### src/rtl/uart_tx_driver.sv
// uart_tx_driver
//   Byte-oriented UART transmitter that drives the SoC io_uart_rx pin so that
//   testcases can feed console input to firmware. Bytes enter through a
//   valid/ready port, sit in a small FIFO, and leave as 8N1/8N2 frames,
//   LSB first, at CLKS_PER_BIT clocks per bit.
//
// Ports
//   clock       : system clock, rising edge
//   reset_n     : asynchronous active-low reset
//   tx_en       : allows a new frame to start (never truncates a frame)
//   in_valid    : producer presents in_data
//   in_ready    : FIFO has room (from registered count, no bypass)
//   in_data     : byte to transmit
//   tx          : serial line, idle high, driven from a flop
//   busy        : a frame is in progress
//   fifo_count  : bytes queued, excluding the byte being shifted
//
// State   | meaning
// --------+----------------------------------------------------------
// S_IDLE  | line high, waiting for a queued byte with tx_en set
// S_START | start bit, line low for one bit period
// S_DATA  | data bits 0..7, line = shift_q[0]
// S_STOP  | STOP_BITS bit periods high, then chain or return to idle
module uart_tx_driver #(
  parameter int CLKS_PER_BIT = 16,
  parameter int DEPTH        = 8,
  parameter int STOP_BITS    = 1
) (
  input  logic                       clock,
  input  logic                       reset_n,
  input  logic                       tx_en,
  input  logic                       in_valid,
  output logic                       in_ready,
  input  logic [7:0]                 in_data,
  output logic                       tx,
  output logic                       busy,
  output logic [$clog2(DEPTH+1)-1:0] fifo_count
);

  localparam int PTR_W  = $clog2(DEPTH);
  localparam int CNT_W  = $clog2(DEPTH + 1);
  localparam int BAUD_W = $clog2(CLKS_PER_BIT);

  localparam logic [CNT_W-1:0]  DEPTH_C   = CNT_W'(DEPTH);
  localparam logic [BAUD_W-1:0] BAUD_LAST = BAUD_W'(CLKS_PER_BIT - 1);
  localparam logic [2:0]        STOP_LAST = 3'(STOP_BITS - 1);

  typedef enum logic [1:0] {S_IDLE, S_START, S_DATA, S_STOP} state_e;

  state_e            state_q, state_d;
  logic [7:0]        shift_q, shift_d;
  logic [2:0]        bit_idx_q, bit_idx_d;
  logic [BAUD_W-1:0] baud_q, baud_d;
  logic              tx_q, tx_d;
  logic [PTR_W-1:0]  wr_ptr_q, wr_ptr_d;
  logic [PTR_W-1:0]  rd_ptr_q, rd_ptr_d;
  logic [CNT_W-1:0]  count_q, count_d;
  logic              ready_en_q;
  logic [7:0]        mem_q [DEPTH];

  logic push;
  logic pop;
  logic tick;
  logic fifo_nempty;

  // ready_en_q keeps in_ready low while reset is held, even though the
  // count alone would already report room.
  assign fifo_nempty = (count_q != '0);
  assign in_ready    = ready_en_q && (count_q < DEPTH_C);
  assign push        = in_valid && in_ready;
  assign tick        = (baud_q == BAUD_LAST);

  always_comb begin
    state_d   = state_q;
    shift_d   = shift_q;
    bit_idx_d = bit_idx_q;
    baud_d    = tick ? '0 : baud_q + 1'b1;
    pop       = 1'b0;

    case (state_q)
      S_IDLE: begin
        baud_d = '0;
        if (fifo_nempty && tx_en) begin
          pop     = 1'b1;
          shift_d = mem_q[rd_ptr_q];
          state_d = S_START;
        end
      end
      S_START: begin
        if (tick) begin
          state_d   = S_DATA;
          bit_idx_d = '0;
        end
      end
      S_DATA: begin
        if (tick) begin
          shift_d = {1'b0, shift_q[7:1]};
          if (bit_idx_q == 3'd7) begin
            state_d   = S_STOP;
            bit_idx_d = '0;
          end else begin
            bit_idx_d = bit_idx_q + 3'd1;
          end
        end
      end
      S_STOP: begin
        // bit_idx_q counts stop-bit periods here.
        if (tick) begin
          if (bit_idx_q == STOP_LAST) begin
            bit_idx_d = '0;
            if (fifo_nempty && tx_en) begin
              pop     = 1'b1;
              shift_d = mem_q[rd_ptr_q];
              state_d = S_START;
            end else begin
              state_d = S_IDLE;
            end
          end else begin
            bit_idx_d = bit_idx_q + 3'd1;
          end
        end
      end
      default: state_d = S_IDLE;
    endcase

    // Line level is decoded from the next state so the pad flop changes on
    // the same edge as the state.
    case (state_d)
      S_START: tx_d = 1'b0;
      S_DATA:  tx_d = shift_d[0];
      default: tx_d = 1'b1;
    endcase

    wr_ptr_d = push ? wr_ptr_q + 1'b1 : wr_ptr_q;
    rd_ptr_d = pop  ? rd_ptr_q + 1'b1 : rd_ptr_q;
    case ({push, pop})
      2'b10:   count_d = count_q + 1'b1;
      2'b01:   count_d = count_q - 1'b1;
      default: count_d = count_q;
    endcase
  end

  always_ff @(posedge clock or negedge reset_n) begin
    if (!reset_n) begin
      state_q    <= S_IDLE;
      shift_q    <= '0;
      bit_idx_q  <= '0;
      baud_q     <= '0;
      tx_q       <= 1'b1;
      wr_ptr_q   <= '0;
      rd_ptr_q   <= '0;
      count_q    <= '0;
      ready_en_q <= 1'b0;
    end else begin
      state_q    <= state_d;
      shift_q    <= shift_d;
      bit_idx_q  <= bit_idx_d;
      baud_q     <= baud_d;
      tx_q       <= tx_d;
      wr_ptr_q   <= wr_ptr_d;
      rd_ptr_q   <= rd_ptr_d;
      count_q    <= count_d;
      ready_en_q <= 1'b1;
    end
  end

  // Storage needs no reset; validity is tracked by count_q.
  always_ff @(posedge clock) begin
    if (push) begin
      mem_q[wr_ptr_q] <= in_data;
    end
  end

  assign tx         = tx_q;
  assign busy       = (state_q != S_IDLE);
  assign fifo_count = count_q;

endmodule

### config.mk
export PLATFORM = sky130hd
export DESIGN_NAME = uart_tx_driver
export DESIGN_NICKNAME = d
export VERILOG_FILES = /design/src/rtl/uart_tx_driver.sv
export SDC_FILE = /design/constraint.sdc
export NUM_CORES = 1
export LEC_CHECK = 0
export BUFFER_PORTS_ARGS = -buffer_cell sky130_fd_sc_hd__buf_2
export CELL_PAD_IN_SITES_DETAIL_PLACEMENT = 0
export CELL_PAD_IN_SITES_GLOBAL_PLACEMENT = 1
export CORE_MARGIN = 2
export CORE_UTILIZATION = 56
export DETAILED_ROUTE_END_ITERATION = 8
export PLACE_DENSITY_LB_ADDON = 0.1
export SLEW_MARGIN = 0
export SYNTH_ARGS = -nofsm -noshare
export SYNTH_HDL_FRONTEND = slang
export SYNTH_SLANG_ARGS = --single-unit
### constraint.sdc
create_clock -name clock -period 3.9 [get_ports clock]
set_input_delay 0.78 -clock clock [delete_from_list [all_inputs] [get_ports clock]]
set_output_delay 0.78 -clock clock [all_outputs]
set_load 0.1 [all_outputs]
# After elaboration in Yosys (flattened, before gate mapping)
# Memories as Yosys holds them, arrays and structs flattened.
# Index checks and enable logic that the tools add are counted.
# Widths: inputs -> output; s select.
[totals]
ram_bits = 64
regBits = 29
mem_bits_ro = 0
elab_cells = 72
memories = 1
latch_bits = 0
input_bits = 12
output_inout_bits = 7
[memory_table]
columns = ["memory", "depth", "width", "rd", "rd_ports_with_merged_regs", "write_ports", "line_no", "source"]
rows = [
  ["mem_q", 8, 8, 1, 0, 1, "59", "logic [7:0] mem_q [DEPTH];"],
]
[op_classes]
n_addsub = 6
n_reduce_logical = 12
magnitude_cmp = 1
bitwise_logic = 0
n_mul = 0
eq_ne = 13
div_mod_pow = 0
n_mux = 29
shift = 0
[ops]
columns = ["op", "n"]
rows = [
  ["$mux 8", 4],
  ["$pmux 8 s3", 1],
  ["$mux 3", 5],
  ["$mux 2", 6],
  ["$add 3x1->3 const B", 3],
  ["$pmux 3 s3", 1],
  ["$add 4x1->4 const B", 2],
  ["$eq 2x2->1 const B", 4],
  ["$mux 4", 2],
  ["$ne 2x2->1 const B", 4],
  ["$pmux 2 s4", 1],
  ["$pmux 4 s2", 1],
  ["$reduce_and 4->1", 2],
  ["$eq 2x1->1 const B", 3],
  ["$mux 1", 6],
  ["$reduce_bool 3->1", 2],
  ["$eq 4x4->1 const B", 1],
  ["$lt 4x4->1 const B", 1],
  ["$pmux 1 s2", 2],
  ["$reduce_bool 2->1", 2],
  ["$reduce_bool 4->1", 1],
  ["$sub 4x1->4 const B", 1],
  ["$eq 3x3->1 const B", 1],
  ["$logic_and 1x1->1", 3],
  ["other kinds (2)", 2],
]

# Depth between registers and ports, before layout
[depth]
ltp_word = 8
ltp_mapped = 12
ltp_nobuf = 12

# Least setup slack after synthesis
# Ideal clock, no wire load.
[synth_timing]
path_type = "register to register"
startpoint = "register count_q[3] (netlist: fifo_count[3])"
endpoint = "register count_q[3] (netlist: fifo_count[3])"
setup_ns = 0.164
arrival_time_ns = 3.845
t_required_ns = 3.736
n_path_buf = 0
path_stages_with_launch = 11
path_slack_ns = -0.109
period_less_slack_ns = 4.009
path_cell_list = "dfrtp_1 -> nor2b_1 -> and2_1 -> inv_1 -> ha_1 -> ha_1 -> a21o_1 -> a21oi_1 -> xnor2_1 -> nor2_1 -> xor2_1"
[synth_between]
word_cells_on_any_way = 15
classes_between = "add/sub: 2; order compare: 1; eq/ne: 2; mux: 5; reduce/logical: 5"
[synth_rtl]
columns = ["element", "line_no", "source"]
rows = [
  ["start: declaration", "57", "logic [CNT_W-1:0] count_q, count_d;"],
  ["start signal: assignment", "162", "count_q <= count_d;"],
  ["$lt 4x4->1 *", "69", "assign in_ready = ready_en_q && (count_q < DEPTH_C);"],
  ["$logic_and 1x1->1 *", "69", ""],
  ["named net in_ready", "33", "output logic in_ready,"],
  ["$logic_and 1x1->1 *", "70", "assign push = in_valid && in_ready;"],
  ["$eq 2x1->1 or $eq 2x2->1 (tied branches)", "136", "case ({push, pop})"],
  ["$pmux 4 s2 or $reduce_bool 2->1 (tied branches)", "-", ""],
]
# The timed path passes the listed nets; every way through them passes the cells marked *.
# A chain may end at the register's enable or synchronous reset.

# Worst setup path after layout
[layout_timing]
startpoint = "register state_q[1]"
endpoint = "register count_q[3] (netlist: fifo_count[3])"
[layout_between]
elab_chain_cells = 4
word_cells_on_any_way = 7
classes_between = "eq/ne: 3; mux: 2; reduce/logical: 2"
[layout_rtl]
columns = ["element", "line_no", "source"]
rows = [
  ["start: declaration", "50", "state_e state_q, state_d;"],
  ["start signal: assignment", "155", "state_q <= state_d;"],
  ["$eq 2x2->1 or $logic_not 2->1 (tied branches)", "80", "case (state_q)"],
  ["$pmux 1 s2 *", "80", ""],
  ["named net pop", "62", "logic pop;"],
  ["$eq 2x1->1 or $eq 2x2->1 (tied branches)", "136", ""],
  ["$pmux 4 s2 or $reduce_bool 2->1 (tied branches)", "-", ""],
]
# Marks and branches as above.

==> impl_metrics.tcl <==
set metrics [dict create \
    postCtsSetupBuffers 0 \
    combPwrFrac_pct 17.5 \
    gp_congestion 0.829 \
    grt_overflow 0 \
    max-slew-margin-rel_pct 35.3 \
    vdd_drop_max_uv 301 \
    first_iter_violations 121 \
    p_sw_w 0.000711 \
    nets 311 \
    gr-usage-met1_pct 25.8 \
    synth_nets 287 \
    yosysWarnings 0 \
    post_synth.cell_area_avg_sq_um 15.7 \
    area_delta_synth_final_pct 9.76 \
    cts_hold_buffers 0 \
    status "complete, no violations" \
    clk_path_buf_depth 2 \
    dieWidth_microns 89.3 \
    worstRegToRegCells 11 \
    io_pins 19 \
    path_clk_slew_ns 0.10 \
    hold_viol 0 \
    maxCapViolCount 0 \
    finalWorstSetupSlack_ns 1.08 \
    post-dp-hpwl_mm 4.57 \
    core_area_sq_mm 0.00714 \
    cts_resized 0 \
    antenna_found_initial 0 \
    grt_use_total_pct 19.9 \
    cts_sinks 93 \
    rsz0062_at_grt "false" \
    start_kind "flop" \
    grt_pass1_wl_mm 11.3 \
    power_frac_clock_pct 27.7 \
    min_period_ns 2.82 \
    num_rows 31 \
    cts_tree "built" \
    skew_ns 0.0147 \
    final_cell_mix "edfxtp_1, dfrtp_1, buf_2, nand2_1, mux4_2" \
    met2_usage_pct 33.1 \
    via_per_inst 5.60 \
    async_flop_share_pct 31.2 \
    cp.required_ns 4.14 \
    cp_max_fo 10 \
    layout_commonest_cell "edfxtp_1" \
    drv_slew 0 \
    setup_tns_ns 0 \
    netlist_instances 260 \
    port_buffers 18 \
    timing.final.crit_share_pct 72.3 \
    synth-seq-cells 93 \
    seq_power_share_pct 54.7 \
    dr.pass1.iters 4 \
    p_int_w 0.00147 \
    insertion_delay_ns 0.35 \
    timing_worst_setup_path_type "flop to flop" \
    synth_cell_type_count 49 \
    dieArea_sq_mm 0.00798 \
    routed_wl_mm 6.91 \
    syn_area_sq_mm 0.00408 \
    r2r_setup_slack_ns 1.08 \
    power_density_mw_per_mm2 489 \
    vias 2171 \
    cts_buffers 9 \
    top_usage_layer "met2" \
    ant_nets 0 \
    cts_root_buf "clkbuf_8" \
    start_util_pct 57.1 \
    p_leak_nw 1.62 \
    wl_per_cell_microns 17.8 \
    synthFlopType "edfxtp_1" \
    grt_pass1_vias 2181 \
    synth_edf_count 64 \
    drc_errors 0 \
    setup_violations 0 \
    use_met3_pct 5.82 \
    worstPathArrival_ns 3.06 \
    synth_seq_area_share_pct 65.0 \
    max_slew.worst_pin.slew_ns 0.969 \
    endpoint_kind "flop" \
    drive_gt1_share_pct 21.5 \
    hold_class "input port to async pin" \
    post-place-ws_ns 1.05 \
    die_h_microns 89.3 \
    switching_share_pct 32.5 \
    fmax_ghz 0.355 \
    htree_levels 3 \
    grt_max_degree 30 \
    insertedDiodeCount 0 \
]
==> state kept, by name, indices dropped and copies added, names as in the netlist <==
name and cells:
fifo_count 4, rd_ptr_q 3, shift_q 8, bit_idx_q 3
state_q 2, baud_q 4, mem_q 64, wr_ptr_q 3
ready_en_q 1, tx 1
==> power groups by stage <==
stage	Combinational (W)	Sequential (W)	Clock [W]
2_1_floorplan	0.000159	0.00135	0
3_3_place_gp	0.000383	0.00121	0
3_5_place_dp	0.000389	0.00122	0
4_1_cts	0.000390	0.00120	0.000626
5_1_grt	0.000415	0.00121	0.000673
6_report	0.000383	0.00120	0.000606
==> Yosys cell counts, types with 5 or more instances <==
cell	n	share of area [%]
a21oi_1	7	0.86
a22oi_1	5	0.92
dfrtp_1	28	17
edfxtp_1	64	47
ha_1	14	4.3
inv_1	13	1.2
mux2i_1	10	2.5
mux4_2	16	8.8
nand2_1	17	1.6
nand2b_1	5	0.77
nor2_1	10	0.92
o21ai_1	8	0.98
xnor2_1	5	1.1
==> metal layers <==
metal  wire [microns]  vias to the layer above
met2             3610                       29
li1                 -                     1045
met3              200                        2
met1             3060                     1095
met5                0                        -
met4               32                        0
==> area by class of cell <==
class	count	area [sq um]
sequential	93	2650
inverter	13	48.8
clock inverter	7	70.1
fill	559	2660
clock buffer	9	124
multi-input combinational	146	1350
tap	99	124
timing repair buffer	21	113
==> per-stage QoR <==
step	cells	hold slack [ns]	area, sq um	utilization [%]	power [W]
after floorplan	260	0.455	4080	-	0.00151
after global placement	372	0.475	4280	60.0	0.00160
after detailed placement	372	0.484	4280	60.0	0.00161
after CTS	388	0.450	4470	62.7	0.00221
after global routing	388	0.470	4470	62.7	0.00230
final	388	0.440	4470	62.7	0.00219
==> logic make-up (layout without fill, tap and decap cells) <==
| kind of cell | Yosys count | after routing | synth area share, % |
|---|---|---|---|
| xor+xnor | 8 | 8 | 1.72 |
| flops | 93 | 93 | 65.0 |
| mux | 28 | 28 | 11.9 |
| compound gates | 44 | 44 | 7.86 |
| buf+inv | 21 | 50 | 2.06 |
| fa+ha+maj | 15 | 15 | 4.79 |
| other cells | 1 | 1 | 0.0920 |
| simple gates | 50 | 50 | 6.63 |
==> worst paths after layout <==
kind / startpoint / endpoint
max in group asynchronous: reset_n / state_q[0]
setup / recovery: state_q[1] / fifo_count[3]
setup reg to reg: state_q[1] / fifo_count[3]
hold / removal: reset_n / bit_idx_q[1]
min in group clock: baud_q[0] / baud_q[0]
hold reg to reg: baud_q[0] / baud_q[0]
==> worst max-delay path, stage by stage, from the launching register on <==
cell and delay [ns]:
dfrtp_1 0.43, ha_1 0.36, inv_1 0.10, o31a_1 0.36
nor3_2 0.29, ha_1 0.27, ha_1 0.24, a21o_1 0.17
a21oi_1 0.18, xnor2_1 0.14, nor2_1 0.06, xor2_1 0.14
Note: power is estimated with default switching activity, not from simulation.
